===== config.mk =====
export PLATFORM = sky130hd
export DESIGN_NAME = uart_serdes
export DESIGN_NICKNAME = d
export VERILOG_FILES = /design/src/rtl/uart_serdes.sv
export SDC_FILE = /design/constraint.sdc
export NUM_CORES = 1
export LEC_CHECK = 0
export CAP_MARGIN = 5
export CORE_UTILIZATION = 66
export CTS_CLUSTER_DIAMETER = 50
export CTS_CLUSTER_SIZE = 20
export DETAILED_ROUTE_END_ITERATION = 10
export PLACE_DENSITY_LB_ADDON = 0.08
export SLEW_MARGIN = 20
export SYNTH_ARGS = -nofsm -noshare
export SYNTH_HDL_FRONTEND = slang
export SYNTH_SLANG_ARGS = --single-unit

===== constraint.sdc =====
create_clock -name clk -period 6.1 [get_ports clk]
set_clock_uncertainty 0.15 [all_clocks]
set_input_delay 1.22 -clock clk [delete_from_list [all_inputs] [get_ports clk]]
set_output_delay 1.22 -clock clk [all_outputs]
set_load 0.05 [all_outputs]

===== src/rtl/uart_serdes.sv =====
// UART line engine: 16x-oversampled receiver, configurable transmitter, TX/RX FIFOs
// and an internal loopback path from the TX line into the RX synchroniser.
module uart_serdes #(
  parameter int DIVW    = 16,
  parameter int TXDEPTH = 16,
  parameter int RXDEPTH = 16
) (
  input  logic            clk,
  input  logic            nreset,
  input  logic [DIVW-1:0] cfg_div,
  input  logic [1:0]      cfg_dbits,
  input  logic [1:0]      cfg_parity,
  input  logic            cfg_stop2,
  input  logic            cfg_loopback,
  input  logic            tx_valid,
  output logic            tx_ready,
  input  logic [7:0]      tx_data,
  output logic            rx_valid,
  input  logic            rx_ready,
  output logic [7:0]      rx_data,
  output logic            rx_perr,
  output logic            rx_ferr,
  output logic            rx_brk,
  output logic            overrun,
  input  logic            clr_overrun,
  output logic            tx_busy,
  output logic            tx_pad,
  input  logic            rx_pad
);
  typedef enum logic [2:0] {S_IDLE, S_START, S_DATA, S_PARITY, S_STOP, S_STOP2} state_t;

  localparam int TXAW = $clog2(TXDEPTH);
  localparam int RXAW = $clog2(RXDEPTH);

  // The >= compare also ends the count at once when cfg_div shrinks below divcnt.
  logic [DIVW-1:0] divcnt;
  logic            tick;
  assign tick = (divcnt >= cfg_div);

  // NOTE: sequential state uses non-blocking assignments so every flop sees pre-edge values.
  always_ff @(posedge clk or negedge nreset) begin
    if (!nreset)   divcnt <= '0;
    else if (tick) divcnt <= '0;
    else           divcnt <= divcnt + 1'b1;
  end

  logic [7:0]    tx_mem [TXDEPTH];
  logic [TXAW:0] tx_wptr, tx_rptr;
  logic          tx_empty, tx_full, tx_push, tx_pop;
  logic [7:0]    tx_head;

  assign tx_empty = (tx_wptr == tx_rptr);
  assign tx_full  = (tx_wptr[TXAW] != tx_rptr[TXAW]) &&
                    (tx_wptr[TXAW-1:0] == tx_rptr[TXAW-1:0]);
  assign tx_ready = !tx_full;
  assign tx_push  = tx_valid && !tx_full;
  assign tx_head  = tx_mem[tx_rptr[TXAW-1:0]];

  // NOTE: FIFO storage has no reset; the pointers alone decide which entries are live.
  always_ff @(posedge clk) begin
    if (tx_push) tx_mem[tx_wptr[TXAW-1:0]] <= tx_data;
  end

  always_ff @(posedge clk or negedge nreset) begin
    if (!nreset) begin
      tx_wptr <= '0;
      tx_rptr <= '0;
    end else begin
      if (tx_push) tx_wptr <= tx_wptr + 1'b1;
      if (tx_pop)  tx_rptr <= tx_rptr + 1'b1;
    end
  end

  state_t     tx_state, tx_state_n;
  logic [3:0] tx_phase, tx_phase_n;
  logic [2:0] tx_bitcnt, tx_bitcnt_n, tx_nbm1, tx_nbm1_n;
  logic [7:0] tx_shift, tx_shift_n, tx_mask;
  logic       tx_pbit, tx_pbit_n, tx_paren, tx_paren_n, tx_stop2, tx_stop2_n;
  logic       tx_line, tx_line_n, tx_bit_end, tx_next, tx_load;

  assign tx_mask    = 8'hFF >> (2'd3 - cfg_dbits);
  assign tx_bit_end = tick && (tx_phase == 4'd15);

  always_comb begin
    tx_state_n  = tx_state;
    tx_phase_n  = tx_phase;
    tx_bitcnt_n = tx_bitcnt;
    tx_shift_n  = tx_shift;
    tx_pbit_n   = tx_pbit;
    tx_nbm1_n   = tx_nbm1;
    tx_paren_n  = tx_paren;
    tx_stop2_n  = tx_stop2;
    tx_next     = 1'b0;
    tx_load     = 1'b0;
    tx_pop      = 1'b0;
    if (tick) tx_phase_n = tx_phase + 1'b1;
    case (tx_state)
      S_IDLE: begin
        tx_phase_n = '0;
        if (tick && !tx_empty) tx_load = 1'b1;
      end
      S_START:  if (tx_bit_end) tx_state_n = S_DATA;
      S_DATA: begin
        if (tx_bit_end) begin
          if (tx_bitcnt == tx_nbm1) begin
            tx_state_n = tx_paren ? S_PARITY : S_STOP;
          end else begin
            tx_bitcnt_n = tx_bitcnt + 1'b1;
            tx_shift_n  = tx_shift >> 1;
          end
        end
      end
      S_PARITY: if (tx_bit_end) tx_state_n = S_STOP;
      S_STOP: begin
        if (tx_bit_end) begin
          if (tx_stop2) tx_state_n = S_STOP2;
          else          tx_next    = 1'b1;
        end
      end
      S_STOP2:  if (tx_bit_end) tx_next = 1'b1;
      default:  tx_state_n = S_IDLE;
    endcase
    // End of a frame chains straight into the next START when a byte is waiting.
    if (tx_next) begin
      if (tx_empty) tx_state_n = S_IDLE;
      else          tx_load    = 1'b1;
    end
    if (tx_load) begin
      tx_pop      = 1'b1;
      tx_state_n  = S_START;
      tx_phase_n  = '0;
      tx_bitcnt_n = '0;
      tx_shift_n  = tx_head & tx_mask;
      tx_pbit_n   = (^(tx_head & tx_mask)) ^ cfg_parity[1];
      tx_nbm1_n   = {1'b1, cfg_dbits};
      tx_paren_n  = ^cfg_parity;
      tx_stop2_n  = cfg_stop2;
    end
    case (tx_state_n)
      S_START:  tx_line_n = 1'b0;
      S_DATA:   tx_line_n = tx_shift_n[0];
      S_PARITY: tx_line_n = tx_pbit_n;
      default:  tx_line_n = 1'b1;
    endcase
  end

  always_ff @(posedge clk or negedge nreset) begin
    if (!nreset) begin
      tx_state  <= S_IDLE;
      tx_phase  <= '0;
      tx_bitcnt <= '0;
      tx_shift  <= '0;
      tx_pbit   <= 1'b0;
      tx_nbm1   <= 3'd7;
      tx_paren  <= 1'b0;
      tx_stop2  <= 1'b0;
      tx_line   <= 1'b1;
      tx_pad    <= 1'b1;
    end else begin
      tx_state  <= tx_state_n;
      tx_phase  <= tx_phase_n;
      tx_bitcnt <= tx_bitcnt_n;
      tx_shift  <= tx_shift_n;
      tx_pbit   <= tx_pbit_n;
      tx_nbm1   <= tx_nbm1_n;
      tx_paren  <= tx_paren_n;
      tx_stop2  <= tx_stop2_n;
      tx_line   <= tx_line_n;
      tx_pad    <= tx_line_n | cfg_loopback;
    end
  end

  assign tx_busy = !tx_empty || (tx_state != S_IDLE);

  logic rx_s1, rx_s2, rx_bit;
  assign rx_bit = rx_s2;

  always_ff @(posedge clk or negedge nreset) begin
    if (!nreset) begin
      rx_s1 <= 1'b1;
      rx_s2 <= 1'b1;
    end else begin
      rx_s1 <= cfg_loopback ? tx_line : rx_pad;
      rx_s2 <= rx_s1;
    end
  end

  state_t     rx_state, rx_state_n;
  logic [3:0] rx_phase;
  logic [2:0] rx_bitcnt, rx_nbm1;
  logic [7:0] rx_shift;
  logic       rx_pacc, rx_pbit, rx_paren, rx_podd, rx_armed;
  logic       rx_start, rx_mid, rx_bit_end, rx_take_data, rx_take_par, rx_take_stop;

  assign rx_mid     = tick && (rx_phase == 4'd7);
  assign rx_bit_end = tick && (rx_phase == 4'd15);

  always_comb begin
    rx_state_n   = rx_state;
    rx_start     = 1'b0;
    rx_take_data = 1'b0;
    rx_take_par  = 1'b0;
    rx_take_stop = 1'b0;
    case (rx_state)
      S_IDLE: begin
        if (rx_armed && !rx_bit) begin
          rx_start   = 1'b1;
          rx_state_n = S_START;
        end
      end
      S_START:  if (rx_mid) rx_state_n = rx_bit ? S_IDLE : S_DATA;
      S_DATA: begin
        if (rx_bit_end) begin
          rx_take_data = 1'b1;
          if (rx_bitcnt == rx_nbm1) rx_state_n = rx_paren ? S_PARITY : S_STOP;
        end
      end
      S_PARITY: begin
        if (rx_bit_end) begin
          rx_take_par = 1'b1;
          rx_state_n  = S_STOP;
        end
      end
      S_STOP: begin
        if (rx_bit_end) begin
          rx_take_stop = 1'b1;
          rx_state_n   = S_IDLE;
        end
      end
      default:  rx_state_n = S_IDLE;
    endcase
  end

  // A start is only accepted after the line has been seen idle-high, so a held-low
  // line (break) yields one entry rather than a stream of them.
  always_ff @(posedge clk or negedge nreset) begin
    if (!nreset) begin
      rx_state  <= S_IDLE;
      rx_phase  <= '0;
      rx_bitcnt <= '0;
      rx_nbm1   <= 3'd7;
      rx_shift  <= '0;
      rx_pacc   <= 1'b0;
      rx_pbit   <= 1'b0;
      rx_paren  <= 1'b0;
      rx_podd   <= 1'b0;
      rx_armed  <= 1'b0;
    end else begin
      rx_state <= rx_state_n;
      if (rx_start) begin
        rx_phase  <= '0;
        rx_bitcnt <= '0;
        rx_shift  <= '0;
        rx_pacc   <= 1'b0;
        rx_pbit   <= 1'b0;
        rx_nbm1   <= {1'b1, cfg_dbits};
        rx_paren  <= ^cfg_parity;
        rx_podd   <= cfg_parity[1];
        rx_armed  <= 1'b0;
      end else begin
        if (rx_state == S_START && rx_mid) rx_phase <= '0;
        else if (tick)                     rx_phase <= rx_phase + 1'b1;
        if (rx_state == S_IDLE && rx_s1 && rx_s2) rx_armed <= 1'b1;
        if (rx_take_data) begin
          rx_shift[rx_bitcnt] <= rx_bit;
          rx_pacc             <= rx_pacc ^ rx_bit;
          rx_bitcnt           <= rx_bitcnt + 1'b1;
        end
        if (rx_take_par) rx_pbit <= rx_bit;
      end
    end
  end

  logic [10:0]   rx_mem [RXDEPTH];
  logic [RXAW:0] rx_wptr, rx_rptr;
  logic          rx_empty, rx_full, rx_pop, rx_wr;
  logic [10:0]   rx_entry;
  logic          e_ferr, e_perr, e_brk;

  assign e_ferr   = !rx_bit;
  assign e_perr   = rx_paren && (rx_pacc ^ rx_pbit ^ rx_podd);
  assign e_brk    = e_ferr && (rx_shift == 8'h00) && !rx_pbit;
  assign rx_entry = {e_brk, e_ferr, e_perr, rx_shift};

  assign rx_empty = (rx_wptr == rx_rptr);
  assign rx_full  = (rx_wptr[RXAW] != rx_rptr[RXAW]) &&
                    (rx_wptr[RXAW-1:0] == rx_rptr[RXAW-1:0]);
  assign rx_valid = !rx_empty;
  assign rx_pop   = rx_valid && rx_ready;
  assign rx_wr    = rx_take_stop && (!rx_full || rx_pop);
  assign {rx_brk, rx_ferr, rx_perr, rx_data} = rx_mem[rx_rptr[RXAW-1:0]];

  always_ff @(posedge clk) begin
    if (rx_wr) rx_mem[rx_wptr[RXAW-1:0]] <= rx_entry;
  end

  always_ff @(posedge clk or negedge nreset) begin
    if (!nreset) begin
      rx_wptr <= '0;
      rx_rptr <= '0;
      overrun <= 1'b0;
    end else begin
      if (rx_wr)  rx_wptr <= rx_wptr + 1'b1;
      if (rx_pop) rx_rptr <= rx_rptr + 1'b1;
      if (rx_take_stop && rx_full && !rx_pop) overrun <= 1'b1;
      else if (clr_overrun)                   overrun <= 1'b0;
    end
  end

endmodule


### Word level (Yosys, flattened, before mapping)

Memory sizes are Yosys's and may differ from the RTL's.
Index checks and enable logic that the tools add are counted.

| word-level totals | value |
|---|---|
| memory bits (read-only) | 0 |
| input bits | 36 |
| latch bits | 0 |
| memories kept | 2 |
| logic and storage cells | 198 |
| bits in registers | 89 |
| output and inout port bits | 16 |
| bits in writable memories | 304 |

| operators by class | value |
|---|---|
| shift-type cells | 1 |
| add/sub/neg operators | 10 |
| muxes and demuxes | 72 |
| multiply operators | 0 |
| bitwise logic cells | 6 |
| magnitude comparators | 3 |
| eq/ne operators | 30 |
| reduce and logical (&&, ||, !) cells | 45 |
| div/mod/pow operators | 0 |

Memory list:

| memory | depth | width | rd ports | clocked after Yosys merged registers in | write ports | line | text |
|---|---|---|---|---|---|---|---|
| rx_mem | 16 | 11 | 1 | 0 | 1 | 274 | `logic [10:0] rx_mem [RXDEPTH];` |
| tx_mem | 16 | 8 | 1 | 0 | 1 | 47 | `logic [7:0] tx_mem [TXDEPTH];` |

Operators by type and width:

| operator | number |
|---|---|
| $mux 3 | 23 |
| $mux 8 | 6 |
| $pmux 3 s5 | 2 |
| $mux 1 | 29 |
| $mux 4 | 6 |
| $add 5x1->5 const B | 4 |
| $logic_and 1x1->1 | 19 |
| $eq 3x2->1 const B | 6 |
| $add 16x1->16 const B | 1 |
| $ge 16x16->1 | 1 |
| $mux 16 | 1 |
| $ne 2x2->1 const B | 7 |
| $reduce_bool 2->1 | 6 |
| $eq 5x5->1 | 2 |
| $eq 3x1->1 const B | 3 |
| $eq 3x3->1 const B | 3 |
| $reduce_bool 3->1 | 3 |
| $add 4x1->4 const B | 2 |
| $and 8x8->8 | 1 |
| $bwmux 8 | 1 |
| $eq 4x4->1 | 2 |
| $eq 4x4->1 const B | 2 |
| $logic_not 8->1 | 1 |
| $reduce_xor 8->1 | 1 |
| other kinds (21) | 35 |

### Depth between registers and ports, before layout

| depth | value |
|---|---|
| word-level depth | 11 |
| depth in mapped cells | 13 |
| depth with buffers taken out | 11 |

### Worst setup path after synthesis

No wires, ideal clock.

| timing path | value |
|---|---|
| path type | in2reg |
| start point | input cfg_div[0] |
| end point | memory rx_mem[12][0] (enable) |
| library setup time | 293 ps |
| data arrival time | 3569 ps |
| stages on the path | 12 |
| path buffers | 2 |
| path slack | 2088 ps |
| cells stage by stage | ha_1 -> nand2b_1 -> a21o_1 -> a211o_1 -> a221oi_2 -> o21bai_1 -> and4_1 -> buf_2 -> and3_1 -> buf_2 -> and3_1 -> and2_1 |

| between the ends | value |
|---|---|
| cells in the longest elaborated chain, start to end | 7 |

Ends and longest elaborated chain:

| element | line | text |
|---|---|---|
| from (decl) | 10 | `input logic [DIVW-1:0] cfg_div,` |
| $ge 16x16->1 | 38 | `assign tick = (divcnt >= cfg_div);` |
| $logic_and 1x1->1 | 196 | `assign rx_bit_end = tick && (rx_phase == 4'd15);` |
| $mux 1 | 225 | `if (rx_bit_end) begin` |
| $mux 1 | 204 | `case (rx_state)` |
| $logic_and 1x1->1 | 290 | `assign rx_wr = rx_take_stop && (!rx_full \|\| rx_pop);` |
| $mux 1 | 294 | `if (rx_wr) rx_mem[rx_wptr[RXAW-1:0]] <= rx_entry;` |
| $mux 1 (not written as such) | 294 |  |
| to (decl) | 274 |  |

No other way between the ends.

### Worst setup path in the final report

| timing path | value |
|---|---|
| start point | register rx_rptr[0] |
| end point | output rx_data[7] |

| between the ends | value |
|---|---|
| cells in the longest elaborated chain, start to end | 1 |

Ends and longest elaborated chain:

| element | line | text |
|---|---|---|
| from (decl) | 275 | `logic [RXAW:0] rx_wptr, rx_rptr;` |
| from (signal assigned) | 304 | `if (rx_pop) rx_rptr <= rx_rptr + 1'b1;` |
| $mem_v2 16x11 | -- |  |
| to (decl) | 20 | `output logic [7:0] rx_data,` |

No other way between the ends.

==> impl_summary.md <==
Clock tree
The root buffer cell chosen for the clock tree is sky130_fd_sc_hd__clkbuf_16. The clock reaches the later pin of the worst-skew pair after 510 ps. The maximum buffer depth of the clock tree is 3. In this run, post-CTS repair resized a total of 0 instances. The maximum level of the CTS H-tree is 2.

The TritonCTS buffer count is 36. Buffers added to address setup during post-CTS repair amount to 0. After clock tree synthesis, the clock-pin slew on the worst setup and hold paths is 60 ps.

The number of hold buffers added after CTS is 0. The number of sinks driven by the clock tree is 393. The clock tree from TritonCTS is yes.

Final layout
The area occupied by multi-input gates is 4910 µm². The library cells used most frequently in the layout, excluding fill and tap cells, are sky130_fd_sc_hd__edfxtp_1, sky130_fd_sc_hd__mux4_2, sky130_fd_sc_hd__nand2_1, sky130_fd_sc_hd__dfrtp_1, sky130_fd_sc_hd__clkdlybuf4s50_1. After routing the design area is 18700 µm². Fill cells in the final layout number 1426. For this run, the post-layout net count is 1129. The area growth from synthesis to layout is 12.3%. The fraction of final layout cells sized beyond drive strength 1 is 16.7%. The number of antenna diodes in the final layout is 0. The finished layout holds 1412 standard cells, fillers aside. The area of all sequential standard cells is 11400 µm². The most common cell after layout, fill and taps aside is sky130_fd_sc_hd__edfxtp_1.

Synthesis
The post-synthesis cell count is 1009. Synthesis produced a netlist with a net count of 1076. The synthesized cell area is 16600 µm².

The synthesis warning total is 0. Each instance of the synthesized netlist takes up on average 16.5 µm². After synthesis, flip-flops and latches occupy 68.4% of the total area. The flip-flop and latch count after synthesis is 393.

The share of synthesized registers carrying an async set or reset is 22.6%. The synthesized design contains 304 enable-type register cells. The synthesized netlist contains 56 unique library cells.

The dominant register cell in the synthesized netlist is sky130_fd_sc_hd__edfxtp_1.

STA
The setup TNS is 0 ps. At the pin with the least slew margin, the transition time is 955 ps. Measured against its own limit, the worst slew margin works out to 36.3%.

The number of hold violations in the final report is 0. The maximum clock frequency is 0.201 GHz. The final number of max-transition violations was 0. The final setup violation count is 0. Setup repair after global routing left no endpoint under its margin. Setup slack closes at 1130 ps.

After layout, the worst path uses 81.4% of the clock period. The routed design could run at a clock period as short as 4970 ps.

Worst setup path
The startpoint class of the critical path is a register. The setup path with the least slack is of type reg2out. Of all nets on the critical path, the largest fanout is 27. STA classifies the critical path endpoint as a primary output.

STA puts the critical path data required time at 4730 ps. Data on the critical path arrives at its endpoint at 3600 ps.

Floorplan
The horizontal die dimension is 161 µm. The initial standard-cell utilization of the core is 67.7%. The die covers 25800 µm².

The die height is 161 µm. The core region is 24500 µm². The number of rows in the core area is 57. The total I/O pin count is 52.

Global route
The first-pass GRT wire length is 51.7 mm. The initial antenna violation count was 0. The number of global-route vias before repair is 9099.

Entering global routing, the biggest net connects 51 pins. After global routing the overflow that remains totals 0. Across every metal layer, demand over resource in global routing totals 26.9%.

Place
Counting tap cells, the placed design contains a total of 1348 instances. The post-placement cell area is 17400 µm². OpenSTA, run right after detailed placement, puts the worst setup slack at 1170 ps.

The placed wire-length estimate after detailed placement is 20.7 mm. The port buffer count is 51. At the end of routability-driven placement, the weighted congestion stood at 0.799.

Route
In the routed design, unresolved DRC markers number 0. The number of nets with antenna violations after routing is 0. For this block, the initial DRC count from the detailed router was 717. After detailed routing, the total wire length is 32.9 mm. Across all layers, the routed design uses 8728 vias. The final routed wire length divided by cell count is 23.3 µm. The number of detailed-route iterations in the first pass is 5. The via-per-instance ratio is 6.18.

Power and ir drop
VDD sags by at most 0.000357 V. The power density relative to cell area is 388 nW/µm². Summed over all cells, the static leakage comes to 6.72 nW. The design draws 7.23 mW.

Min path
The worst hold path class is reg2reg.

Outcome
The flow ran to the end, and the final reports show no timing, DRC or antenna violations.

Run
Across the run, the number of max-cap violations was 0.
[routing by layer]
layer	vias up	wire [µm]	GRT usage, %
met5	-	0	0
met4	0	927	9.18
met3	56	1560	3.36
li1	3968	-	-
met2	272	17300	47.1
met1	4432	13100	35.2
[report_power, final]
part | internal [mW] | switching [mW] | total (mW)
Clock | 1.36 | 0.976 | 2.33
Sequential | 3.09 | 0.298 | 3.39
Combinational | 0.721 | 0.787 | 1.51
Total | 5.17 | 2.06 | 7.23
[cells in the mapped netlist (all sizes together) (8+ instances only)]
master  number  area (µm²)
a21oi       25         125
and2        34         213
and3        13        81.3
buf         20         109
clkbuf      27         101
dfrtp       81        2030
dfstp        8         210
edfxtp     304        9130
ha          31         388
inv         36         135
mux4        90        2030
nand2       82         308
nand3       24         120
nand4       12        75.1
nor2        47         176
o21ai       18        93.8
xnor2       38         333
xor2        21         184
[state kept, by name (all words and copies together), names as in the netlist, 3 cells and up]
register	cells
rx_shift	8
tx_rptr	5
rx_wptr	5
tx_phase	4
tx_bitcnt	3
rx_rptr	5
tx_mem	128
divcnt	16
rx_mem	176
rx_bitcnt	3
tx_state	3
tx_shift	8
tx_wptr	5
rx_state	3
rx_phase	4
[through the flow]
step / utilization, % / hold slack (ps)
after floorplan: - / 204
after global placement: 71.0 / 207
after detailed placement: 71.0 / 208
after CTS: 76.0 / 208
after global routing: 76.0 / 218
final: 76.0 / 209
[worst max-delay path: stages (launching register included)]
cell and delay, ps:
sky130_fd_sc_hd__dfrtp_2 940, sky130_fd_sc_hd__buf_12 300, sky130_fd_sc_hd__mux4_2 600, sky130_fd_sc_hd__mux4_2 490, sky130_fd_sc_hd__clkdlybuf4s50_1 730
[worst paths after layout]
kind / start / end / slack, ps / cells past startpoint
min in group asynchronous: nreset / tx_wptr[3] / 540 / 1
min: rx_s1 / rx_bit / 210 / 0
max reg2reg: rx_rptr[0] / rx_mem[3][2] / 2280 / 7
min reg2reg: rx_s1 / rx_bit / 210 / 0
max in group asynchronous: nreset / rx_rptr[1] / 4130 / 2
max: rx_rptr[0] / rx_data[7] / 1130 / 4
[cell type report]
type / count / area share, %
Inverter: 36 / 0.724
Clock inverter: 19 / 1.40
Tap cell: 324 / 2.17
Sequential cell: 393 / 61.0
Multi-Input combinational cell: 533 / 26.3
Timing Repair Buffer: 62 / 3.23
Clock buffer: 45 / 5.18
[cell families after synthesis]
kind of cell,count (synthesis),share of synthesized area [%]
DFF,393,68.4
and+or+nand+nor,258,7.71
muxes,101,12.9
AOI/OAI and AO/OA,84,3.48
buffers and inverters,83,2.08
xor gates and xnor gates,59,3.11
adders and majority gates,31,2.33
(Power assumes the default switching activity.)
==> variant 1, RTL diff (same flow settings) <==
The 6 states of `state_t` get a one-hot encoding in 6 bits.
--- a/src/rtl/uart_serdes.sv
+++ b/src/rtl/uart_serdes.sv
@@ -28,5 +28,5 @@
   input  logic            rx_pad
 );
-  typedef enum logic [2:0] {S_IDLE, S_START, S_DATA, S_PARITY, S_STOP, S_STOP2} state_t;
+  typedef enum logic [5:0] {S_IDLE = 6'b000001, S_START = 6'b000010, S_DATA = 6'b000100, S_PARITY = 6'b001000, S_STOP = 6'b010000, S_STOP2 = 6'b100000} state_t;
 
   localparam int TXAW = $clog2(TXDEPTH);
Function: same outputs for any inputs over 10 cycles, from zero or initial values and one cycle with nreset low; not proved beyond that.
==> variant 1 against the unedited design <==
Core utilization decreased by 0.36 points. Critical path depth unchanged. Area after synthesis up 2.5%. Worst setup slack better by 0.27 ns. Power increased by 14%. Final area rose by 2.4%. Count of clock-buffer cells in the layout shrank 6. Wire length is 5.4% higher. First-iteration DRC count is 5.9% lower. Sequential cell count grew 5. Fmax grew 5.6%. Highest routed layer unchanged.
==> variant 1: results (changes against the unedited design) <==
- Share of cells above drive strength 1: 0.161 (was 0.167)
- Total CTS buffers: 35 (was 36)
- Part of the Yosys area used for sequential elements: 0.675 (was 0.684)
- Met1 WL: 13400 um (was 13100 um)
- Dpl cell area: 17900 sq um (was 17400 sq um)
- Cell count after synthesis: 1046 (was 1009)
- Run status: finished clean (unchanged)
- Async set-or-reset flop fraction in the synthesized netlist: 0.236 (was 0.226)
- Reg power frac: 0.435 (was 0.468)
- Internal power: 5.61 mW (was 5.17 mW)
- Clock network power share: 0.281 (was 0.323)
- Sw frac: 0.317 (was 0.285)
- Overall global routing resource usage: 0.277 (was 0.269)
- Hold Slack: 0.232 ns (was 0.209 ns)
- Largest cells by area after synthesis: edfxtp_1 54%, dfrtp_1 12%, mux4_2 10% (was edfxtp_1 55%, dfrtp_1 12%, mux4_2 12%)
- R2R Setup Slk: 2.26 ns (was 2.28 ns)
- Max FO, Critical Path: 38 (was 27)
- Vias: 9233 (was 8728)
- Critical path's largest stage delay: 0.71 ns (was 0.94 ns)
- DRT Wirelength: 34700 um (was 32900 um)
- Largest net degree at the start of global routing: 66 (was 51)
- Post-synthesis cell type count: 59 (was 56)
- FILL cells: 1474 (was 1426)
- Placed cell count: 1391 (was 1348)
- Mean routed wirelength per cell: 23.9 um (was 23.3 um)
- VDD IR max: 0.347 mV (was 0.357 mV)
[variant 1: cell count changes after synthesis, sizes merged, moves of 6 or more]
cell and delta:
nand2 -34, nor2 +21, nor3 +7, and3 +14, and2 -24, mux2i +16
o21ai +6, nand2b +8
[variant 1: kinds of logic after synthesis]
logic type | count (synthesis) | share of synthesized area
flip-flops | 398 | 0.675
AND/OR/NAND/NOR | 261 | 0.0770
multiplexers | 119 | 0.138
AO/OA/AOI/OAI | 97 | 0.0368
buffers and inverters | 82 | 0.0198
XOR/XNOR | 58 | 0.0311
adder cells (fa/ha/maj) | 31 | 0.0228
[variant 1: layout make-up]
class                           instances  area [sq um]  area share
Tap cell                              330           413      0.0216
Multi-Input combinational cell        566          5230       0.274
Clock inverter                         21           259      0.0136
Inverter                               32           120     0.00629
Sequential cell                       398         11500       0.602
Timing Repair Buffer                   65           626      0.0327
Clock buffer                           39           965      0.0505
==> variant 2, RTL diff (same settings) <==
Made on the original files. `DIVW`: 16 -> 32.
--- a/src/rtl/uart_serdes.sv
+++ b/src/rtl/uart_serdes.sv
@@ -2,5 +2,5 @@
 // and an internal loopback path from the TX line into the RX synchroniser.
 module uart_serdes #(
-  parameter int DIVW    = 16,
+  parameter int DIVW    = 32,
   parameter int TXDEPTH = 16,
   parameter int RXDEPTH = 16
Ports: changed (resized cfg_div); port bits go from 52 to 68. No check against the original RTL was run, so the function may have changed too.
==> variant 2 against the unedited design <==
The run now ends with DRC left. Sequential share of layout area shrank 2.4 points. Non-clock buffer count up 37. Final area increased by 7.7%. Wire length up 8.9%. Worst hold slack improved by 0.035 ns. Sequential cell count increased by 16. Worst setup slack gained 0.064 ns. Critical path depth unchanged. Final cell count up 13%. Combinational power increased by 44%. Area after synthesis up 6.8%. Power grew 15%. Largest power group unchanged.
==> variant 2: results (changes against the unedited design) <==
- Final HPWL DP: 22200 um (was 20700 um)
- Run status: finished, violations left (was finished clean)
- Largest cells by area after synthesis: edfxtp_1 51%, dfrtp_1 14%, mux4_2 12% (was edfxtp_1 55%, dfrtp_1 12%, mux4_2 12%)
- Total CTS buffers: 34 (was 36)
- Fin crit period: 4.90 ns (was 4.97 ns)
- Critical path's largest stage delay: 0.78 ns (was 0.94 ns)
- Share of cells above drive strength 1: 0.167 (about the same)
- Mean routed wirelength per cell: 22.6 um (was 23.3 um)
- Drt drc: 5 (was 0)
- Dpl cell area: 18900 sq um (was 17400 sq um)
- Overall global routing resource usage: 0.273 (was 0.269)
- Adder-Cell Fraction of Synth Area: 0.0331 (was 0.0233)
- Violated checks: DRC
- Dpl ws: 0.831 ns (was 1.17 ns)
- Fin nets: 1328 (was 1129)
- Global-route wire length before repair: 56800 um (was 51700 um)
- Async set-or-reset flop fraction in the synthesized netlist: 0.257 (was 0.226)
- Syn avg cell area: 15.5 sq um (was 16.5 sq um)
- Top post-synthesis cells by count: 304 x edfxtp_1, 97 x dfrtp_1, 96 x nand2_1, 92 x mux4_2, 88 x nor2_1 (was 304 x edfxtp_1, 90 x mux4_2, 82 x nand2_1, 81 x dfrtp_1, 47 x nor2_1)
- First-pass iteration count of the detailed router: 7 (was 5)
- Avg Vias per Cell: 6.21 (was 6.18)
- VDD IR max: 0.395 mV (was 0.357 mV)
- Met3 wire len: 1730 um (was 1560 um)
- Post-Syn Nets: 1248 (was 1076)
- Largest net degree at the start of global routing: 73 (was 51)
- Grt met3 use: 0.0324 (was 0.0336)
- Vias in the first global route: 10200 (was 9099)
- Number of port buffers: 67 (was 51)
==> variant 2: cell count changes after synthesis, sizes merged, moves of 10 or more <==
| cell | delta |
|---|---|
| nand3 | +13 |
| inv | +10 |
| nor3 | +11 |
| dfrtp | +16 |
| and2 | -26 |
| ha | +16 |
| nand2 | +14 |
| nor2 | +41 |
| xor2 | +13 |
| nand4 | +11 |
==> variant 2: worst max-delay path, delay by kind of cell, from the launching register on <==
kind     cells  cell delay, ns
buf+inv      2            1.07
flops        1            0.78
mux          2            1.10
==> variant 2: report_power, final <==
group | switching, mW | internal, mW | total, mW
Combinational | 1.13 | 1.04 | 2.17
Clock | 1.05 | 1.24 | 2.29
Sequential | 0.445 | 3.41 | 3.85
Total | 2.62 | 5.68 | 8.31
==> variant 2: area by class of cell <==
type	count	area, sq um
clock buffers	40	905
multi-input cells	639	5600
well taps	335	419
flip-flops and latches	409	11800
repair buffers	99	933
fillers	1545	6120
inverters	46	173
clock inverters	22	284
